**src/rtl/gb_mmio_pkg.sv**
```systemverilog
// Shared MMIO constants and DMA sequencer types for the gameboy memory map.
package gb_mmio_pkg;

    localparam logic [15:0] MMIO_DMA      = 16'hFF46;
    localparam logic [15:0] MEM_OAM_START = 16'hFE00;
    localparam int          OAM_LEN       = 160;
    localparam logic [15:0] HRAM_START    = 16'hFF80;
    localparam logic [15:0] HRAM_END      = 16'hFFFE;

    typedef enum logic [1:0] {
        IDLE  = 2'd0,
        START = 2'd1,
        READ  = 2'd2,
        WRITE = 2'd3
    } dma_state_t;

    // Echo RAM (0xE000-0xFDFF) aliases WRAM, so source pages at or above 0xE0
    // are folded down by 0x20 before they reach the bus decode.
    function automatic logic [7:0] src_fold(input logic [7:0] src);
        return (src >= 8'hE0) ? (src - 8'h20) : src;
    endfunction

endpackage

```
**src/rtl/oam_dma_arbiter.sv**
```systemverilog
// OAM DMA engine and bus owner: forwards CPU accesses while idle, and while a
// transfer runs it alternates READ/WRITE cycles copying LEN bytes into OAM,
// locking the CPU off the external bus.
module oam_dma_arbiter
    import gb_mmio_pkg::*;
#(
    parameter int          LEN      = OAM_LEN,
    parameter logic [15:0] OAM_BASE = MEM_OAM_START
) (
    input  logic        clk,
    input  logic        rst,
    input  logic [15:0] cpu_addr,
    input  logic [7:0]  cpu_wdata,
    input  logic        cpu_we,
    input  logic        cpu_re,
    input  logic [7:0]  bus_rdata,
    output logic [15:0] bus_addr,
    output logic [7:0]  bus_wdata,
    output logic        bus_we,
    output logic        bus_re,
    output logic [7:0]  cpu_rdata,
    output logic        cpu_mem_disable,
    output logic        dma_busy
);

    localparam logic [7:0] LAST_IDX = 8'(LEN - 1);

    dma_state_t  state_reg;
    logic [7:0]  src_reg;
    logic [7:0]  idx_reg;
    logic [7:0]  data_reg;
    logic        busy_reg;

    logic        trigger;
    logic [7:0]  src_eff;

    // A DMA register write restarts the engine from any state.
    assign trigger = cpu_we && (cpu_addr == MMIO_DMA);
    assign src_eff = src_fold(src_reg);

    // Sequencer: START dead cycle, then READ/WRITE pairs until the last OAM byte.
    always_ff @(posedge clk or posedge rst) begin
        if (rst) begin
            state_reg <= IDLE;
            src_reg   <= 8'h00;
            idx_reg   <= 8'h00;
            data_reg  <= 8'h00;
            busy_reg  <= 1'b0;
        end else if (trigger) begin
            src_reg   <= cpu_wdata;
            idx_reg   <= 8'h00;
            state_reg <= START;
            busy_reg  <= 1'b1;
        end else begin
            case (state_reg)
                IDLE: begin
                    busy_reg <= 1'b0;
                end
                START: begin
                    state_reg <= READ;
                end
                READ: begin
                    data_reg  <= bus_rdata;
                    state_reg <= WRITE;
                end
                WRITE: begin
                    if (idx_reg == LAST_IDX) begin
                        state_reg <= IDLE;
                        busy_reg  <= 1'b0;
                    end else begin
                        idx_reg   <= idx_reg + 8'd1;
                        state_reg <= READ;
                    end
                end
                default: begin
                    state_reg <= IDLE;
                    busy_reg  <= 1'b0;
                end
            endcase
        end
    end

    // Bus mux: CPU pass-through when idle, DMA-generated cycles otherwise.
    always_comb begin
        bus_addr  = cpu_addr;
        bus_wdata = cpu_wdata;
        bus_we    = 1'b0;
        bus_re    = 1'b0;
        case (state_reg)
            IDLE: begin
                bus_we = cpu_we;
                bus_re = cpu_re;
            end
            READ: begin
                bus_addr = {src_eff, idx_reg};
                bus_re   = 1'b1;
            end
            WRITE: begin
                bus_addr  = OAM_BASE + {8'h00, idx_reg};
                bus_wdata = data_reg;
                bus_we    = 1'b1;
            end
            default: begin
                bus_we = 1'b0;
                bus_re = 1'b0;
            end
        endcase
    end

    // CPU read return: the DMA register is always visible; other bus reads see
    // open-bus 0xFF while the engine owns the bus. High RAM lives inside the
    // CPU core and never reaches this port.
    always_comb begin
        cpu_rdata = bus_rdata;
        if (cpu_addr == MMIO_DMA) begin
            cpu_rdata = src_reg;
        end else if (state_reg != IDLE) begin
            cpu_rdata = 8'hFF;
        end
    end

    assign dma_busy        = busy_reg;
    assign cpu_mem_disable = busy_reg;

endmodule

```
**config.mk**
```make
export PLATFORM = sky130hd
export DESIGN_NAME = oam_dma_arbiter
export DESIGN_NICKNAME = d
export VERILOG_FILES = /design/src/rtl/gb_mmio_pkg.sv /design/src/rtl/oam_dma_arbiter.sv
export SDC_FILE = /design/constraint.sdc
export NUM_CORES = 1
export LEC_CHECK = 0
export CORE_ASPECT_RATIO = 0.9
export CORE_UTILIZATION = 44
export CTS_CLUSTER_SIZE = 24
export DETAILED_ROUTE_END_ITERATION = 12
export PLACE_DENSITY_LB_ADDON = 0.25
export REMOVE_ABC_BUFFERS = 1
export SYNTH_ARGS = -nofsm -noshare
export SYNTH_HDL_FRONTEND = slang
export SYNTH_SLANG_ARGS = --single-unit
```
**constraint.sdc**
```tcl
create_clock -name clk -period 1.9 [get_ports clk]
set_input_delay 0.285 -clock clk [delete_from_list [all_inputs] [get_ports clk]]
set_output_delay 0.285 -clock clk [all_outputs]
set_load 0.02 [all_outputs]
```
==> results.toml, run 1 <==
[status]
status = "finished, violations left"
violations = "setup timing"

[critical_path]
worstReg2RegEnd = "data_reg[5]"
worstPathRequired_ps = 1620
reg2regPathDepth = 5
critPathSlowestCell = "or4_4"
critPathMaxStageDelay_ps = 580
reg2reg_from = "state_reg[0]"
worst_ep_arrival_time_ps = 1670
path_buf_inv = 3
cp_top_family = "simple AND/OR/NAND/NOR gates"
setup.worst_path.start_class = "input port"
crit_start = "cpu_addr[0]"
r2r_slack_ps = 160
cp_max_fo = 6
worst_setup_path_end_kind = "output port"
crit_chain = "buf_6 > nand4bb_4 > or4_4 > buf_16 > nor2_1 > a31oi_1 > buf_2"
critPathKind = "in -> out"

[sta]
worst_slack_ps = -58.4
slew_headroom_pct = 62.0
setup-tns-final_ps = -367
final_hold_viol_count = 0
worst_slew_pin_slew_ps = 564
period_minus_slack_ps = 1960
holdWs_ps = 363
rsz0062_at_grt = "true"
fmax_ghz = 0.511
skew_ps = 5.69
layout_worst_path_cycle_share_pct = 103
finalMaxSlewViolations = 0
setup_viol = 11

[layout]
instances_no_fill = 326
post-route-util_pct = 76.4
drive_gt1_share_pct = 46.4
antenna_cells = 0
layout.nets = 323
fin_area_mm2 = 0.00295
num-fill-cells = 287
syn_to_final_growth_pct = 59.5

[clocking]
clkTransAtPathRegs_ps = 100
cts_made_buffers = 3
clockRootBuffer = "clkbuf_8"
numClockSinks = 27
cts_tree = "done"
htree_levels = 1
cts_max_path_buffers = 2
worstSkewPairLatency_ps = 280

[pwr]
p_leak_nw = 1.37
power_mw = 3.95
irDropWorstVdd_v = 0.000723
power.internal_mw = 2.30
clockPowerShare_pct = 8.4
p_per_area_mw_per_mm2 = 1340
p_comb_share_pct = 67.8
seqPwrFrac_pct = 23.7
switching_share_pct = 41.8
switchingPower_mw = 1.65

[placement]
place_inst = 313
routabilityCongestion = 0.797
place_area_mm2 = 0.00273
dp_slack_ps = -851
portBuffers = 71
hpwl_um = 3910

[logic_synthesis]
syn_area_mm2 = 0.00185
netlist.top_cell.by_area = "dfrtp_1"
syn_inst = 185
ys_types = 43
synth.avg_cell_area_um2 = 10.0
synth_seq_area_share_pct = 36.5
yosys-top-cells-area = "dfrtp_1, mux2_2, mux2_4"
synth_seq_cells = 27
yosys_warnings = 0
yosysTopAreaCellShare_pct = 36.5

[route]
wire_per_inst_um = 18.0
avgViaCountPerCell = 5.71
drt_first_pass_iters = 5
drc_errors = 0
routed_wl_um = 5870
via_count = 1860
ant_nets = 0
drt_iter0_drc = 89

[grt]
grt_overflow = 0
grt_pass1_wl_um = 9210
grt_use_total_pct = 26.6
grt_start_max_net_pins = 28
antenna_found_initial = 0
grt_pass1_vias = 1823

[die]
io-pin-count = 72
rows = 21
die_area_mm2 = 0.00447
initial_core_util_pct = 47.9
die_h_um = 63.5
core_area_mm2 = 0.00386
die_x_um = 70.3

[run]
drv_cap = 0

[hold_path]
hold_path.class = "in -> async"
## worst max-delay path by stage
stage	to	slack [ps]	depth (start not counted)
finish	cpu_rdata[0]	-60	7
global route	bus_addr[15]	-110	6
CTS	bus_wdata[7]	-50	5
detailed placement	cpu_rdata[3]	-850	6
global placement	cpu_rdata[1]	-810	6
floorplan	bus_addr[0]	-350	3
## power groups by stage
| stage | sequential [mW] | combinational, mW | clock, mW |
|---|---|---|---|
| 6_report | 0.937 | 2.68 | 0.333 |
| 5_1_grt | 0.964 | 2.86 | 0.364 |
| 4_1_cts | 0.925 | 2.34 | 0.344 |
| 3_5_place_dp | 0.928 | 2.33 | 0 |
| 3_3_place_gp | 0.915 | 2.28 | 0 |
| 2_1_floorplan | 0.884 | 1.31 | 0 |
## cell usage after synthesis, drive strengths merged
cell type and number:
a211o 4, a211oi 2, a21boi 1, a21o 1, a21oi 6, a22o 1
a22oi 1, a311o 3, a31o 1, a31oi 6, a41oi 1, and2 2
and3 2, buf 4, clkbuf 8, dfrtp 27, ha 6, inv 11
mux2 25, mux2i 1, nand2 15, nand2b 1, nand3 6, nand3b 1
nand4 3, nand4b 1, nand4bb 3, nor2 15, nor2b 7, nor3b 2
nor4 2, o211a 1, o21a 1, o21ai 9, or4 2, xor2 3
## metal layers
metal	routed length [µm]	GRT usage, %
met1	2520	34.2
met2	3000	47.4
met3	312	4.80
met4	47	4.00
met5	0	0
## final cells by class
cell class	count	area [µm²]	area share, %
clock inverters	1	5.00	0.170
multi-input cells	135	1180	39.9
well taps	46	57.6	1.95
clock buffers	3	41.3	1.40
inverters	11	41.3	1.40
repair buffers	103	950	32.2
flip-flops and latches	27	678	23.0
## layout by cell type, fill, tap and decap left out, drive strengths merged, types with 2 or more instances in the layout
cell type / Yosys / routed
and2: 2 / 2
and3: 2 / 2
dlygate4sd2: 0 / 3
o21ai: 9 / 9
or4: 2 / 2
xor2: 3 / 3
nor2: 15 / 15
nor4: 2 / 2
nand3: 6 / 6
nand4: 3 / 3
dfrtp: 27 / 27
nand4bb: 3 / 3
mux2: 25 / 25
inv: 11 / 11
ha: 6 / 6
clkbuf: 8 / 5
a211o: 4 / 4
nor2b: 7 / 7
nor3b: 2 / 2
a21oi: 6 / 6
nand2: 15 / 15
buf: 4 / 75
clkdlybuf4s50: 0 / 21
a31oi: 6 / 6
a211oi: 2 / 2
a311o: 3 / 3
## tightest hold or removal path, stage by stage
cell	delay, ps
clkdlybuf4s50_1	390
inv_1	50
buf_4	330
## cells by family after synthesis
| kind of cell | Yosys count | synth area share, % |
|---|---|---|
| adder cells (fa/ha/maj) | 6 | 4.06 |
| XOR/XNOR | 3 | 1.42 |
| AO/OA/AOI/OAI | 38 | 14.7 |
| buffers and inverters | 23 | 6.70 |
| AND/OR/NAND/NOR | 62 | 19.6 |
| flip-flops | 27 | 36.5 |
| multiplexers | 26 | 17.0 |
## timing repair
action,CTS,global route
hold buffers,0,0
resized for setup,227,46
setup buffers,1,4
endpoints found under the setup margin,40,38
cloned,3,1
pin swaps,15,5
Power figures use the tool's default switching activity.
==> run 2: changes to the inputs <==
--- a/config.mk
+++ b/config.mk
@@ -5,10 +5,12 @@
 export SDC_FILE = /design/constraint.sdc
 export NUM_CORES = 1
 export LEC_CHECK = 0
+export ABC_CLOCK_PERIOD_IN_PS = 1900
 export CORE_ASPECT_RATIO = 0.9
 export CORE_UTILIZATION = 44
 export CTS_CLUSTER_SIZE = 24
 export DETAILED_ROUTE_END_ITERATION = 12
+export GPL_TIMING_DRIVEN = 0
 export PLACE_DENSITY_LB_ADDON = 0.25
 export REMOVE_ABC_BUFFERS = 1
 export SYNTH_ARGS = -nofsm -noshare
==> run 2 against run 1 <==
Against the previous run: the flow still finishes with violations (setup timing); cell count is 0.31% higher; combinational power is 4% lower; hold slack better by 150 ps; design area is 0.59% lower; highest routed layer unchanged; fmax is 2.4% lower; utilization is 0.45 points lower; die area stayed put; first-iteration DRC count is 10% higher; critical path depth is 1 lower; non-clock buffer count stayed put; sequential share of layout area is 0.095 points higher; clock skew is 2.6 ps lower.
==> results.toml, run 2 (synthesis results as in run 1) <==
[critical_path]
critPathKind = "in -> out"
setup.worst_path.start_class = "input port"
cp_max_fo = 5
worst_ep_arrival_time_ps = 1720
reg2regPathDepth = 7
worstPathRequired_ps = 1620
worstReg2RegEnd = "idx_reg[3]"
reg2reg_from = "state_reg[1]"
r2r_slack_ps = 120
worst_setup_path_end_kind = "output port"

[hold_path]
holdCritStartpoint = "data_reg[4]"
hold_end = "data_reg[4]"
hold_path.class = "reg -> reg"
whs_path_depth = 1

[sta]
finalMaxSlewViolations = 0
worst_slew_pin_slew_ps = 1070
fmax_ghz = 0.498
period_minus_slack_ps = 2010
skew_ps = 3.13
rsz0062_at_grt = "true"
slew_headroom_pct = 28.6
worst_slack_ps = -107
setup_viol = 13
final_hold_viol_count = 0
layout_worst_path_cycle_share_pct = 106

[layout]
layout.nets = 324
drive_gt1_share_pct = 47.7
antenna_cells = 0
fin_area_mm2 = 0.00293
instances_no_fill = 327
mostFrequentLayoutCells = "buf_4, dfrtp_1, buf_2"
syn_to_final_growth_pct = 58.5
final_common_cell = "buf_4"

[clocking]
numClockSinks = 27
clkTransAtPathRegs_ps = 90
htree_levels = 1
clockRootBuffer = "clkbuf_8"
cts_tree = "done"
cts_made_buffers = 3
cts_max_path_buffers = 2
worstSkewPairLatency_ps = 270
ctsHoldBuffers = 0

[placement]
portBuffers = 71
routabilityCongestion = 0.831
hpwl_um = 3350
place_inst = 290
place_area_mm2 = 0.00253

[die]
die_x_um = 70.3
io-pin-count = 72
core_area_mm2 = 0.00386
die_h_um = 63.5
rows = 21
initial_core_util_pct = 47.9
die_area_mm2 = 0.00447

[status]
violations = "setup timing"
status = "finished, violations left"

[route]
drt_iter0_drc = 98
drt_first_pass_iters = 4
via_count = 1853
avgViaCountPerCell = 5.67
routed_wl_um = 5700
wire_per_inst_um = 17.4
ant_nets = 0
drc_errors = 0

[grt]
grt_pass1_vias = 1791
grt_pass1_wl_um = 8890
grt_overflow = 0
grt_use_total_pct = 25.4
grt_start_max_net_pins = 28
antenna_found_initial = 0

[pwr]
p_per_area_mw_per_mm2 = 1300
p_leak_nw = 1.34
irDropWorstVdd_v = 0.000682

[run]
drv_cap = 0
-- run 2: repair_timing --
action | 4_1_cts | 5_1_grt
endpoints found under the setup margin | 59 | 38
hold endpoints to repair | 0 | 0
buffers inserted | 25 | 7
cloned | 1 | 0
pin swaps | 17 | 10
gates resized for setup | 230 | 46
-- run 2: layer usage --
metal	GRT usage [%]	wire, µm
met5	0	0
met1	33.6	2480
met4	6.75	71
met2	41.2	2780
met3	6.24	371
-- run 2: area by class of cell --
cell class	count	area [µm²]
sequential	27	677
inverter	11	41.3
timing repair buffer	103	898
tap	46	57.6
fill	276	931
multi-input combinational	136	1210
clock buffer	4	45.0
-- run 2: stage by stage --
stage	util, %	hold slack, ps	setup slack, ps	total power, mW	setup TNS [ps]
4_1_cts	73.5	514	-125	3.70	-527
3_3_place_gp	65.6	486	-1230	3.07	-37010
3_5_place_dp	65.6	494	-1230	3.10	-37260
6_report	75.9	508	-107	3.82	-669
5_1_grt	75.9	519	-145	4.04	-1730
2_1_floorplan	-	338	-354	2.20	-2330
-- run 2: worst max path at each step --
stage	startpoint	cells after the start	slack (ps)	end
global route	state_reg[0]	6	-140	bus_addr[7]
finish	cpu_addr[7]	6	-110	cpu_rdata[2]
CTS	state_reg[1]	5	-130	bus_addr[7]
floorplan	state_reg[1]	3	-350	bus_addr[0]
detailed placement	state_reg[1]	4	-1230	bus_addr[7]
global placement	state_reg[1]	4	-1230	bus_addr[7]
-- run 2: worst max-delay path, stage by stage --
cell and delay, ps:
buf_6 90, nand4b_1 230, buf_4 190, or4_4 580, a31oi_1 190, buf_4 160
-- run 2: power breakdown --
part,switching [mW],internal [mW]
combinational,1.28,1.29
clock,0.175,0.150
sequential,0.165,0.760
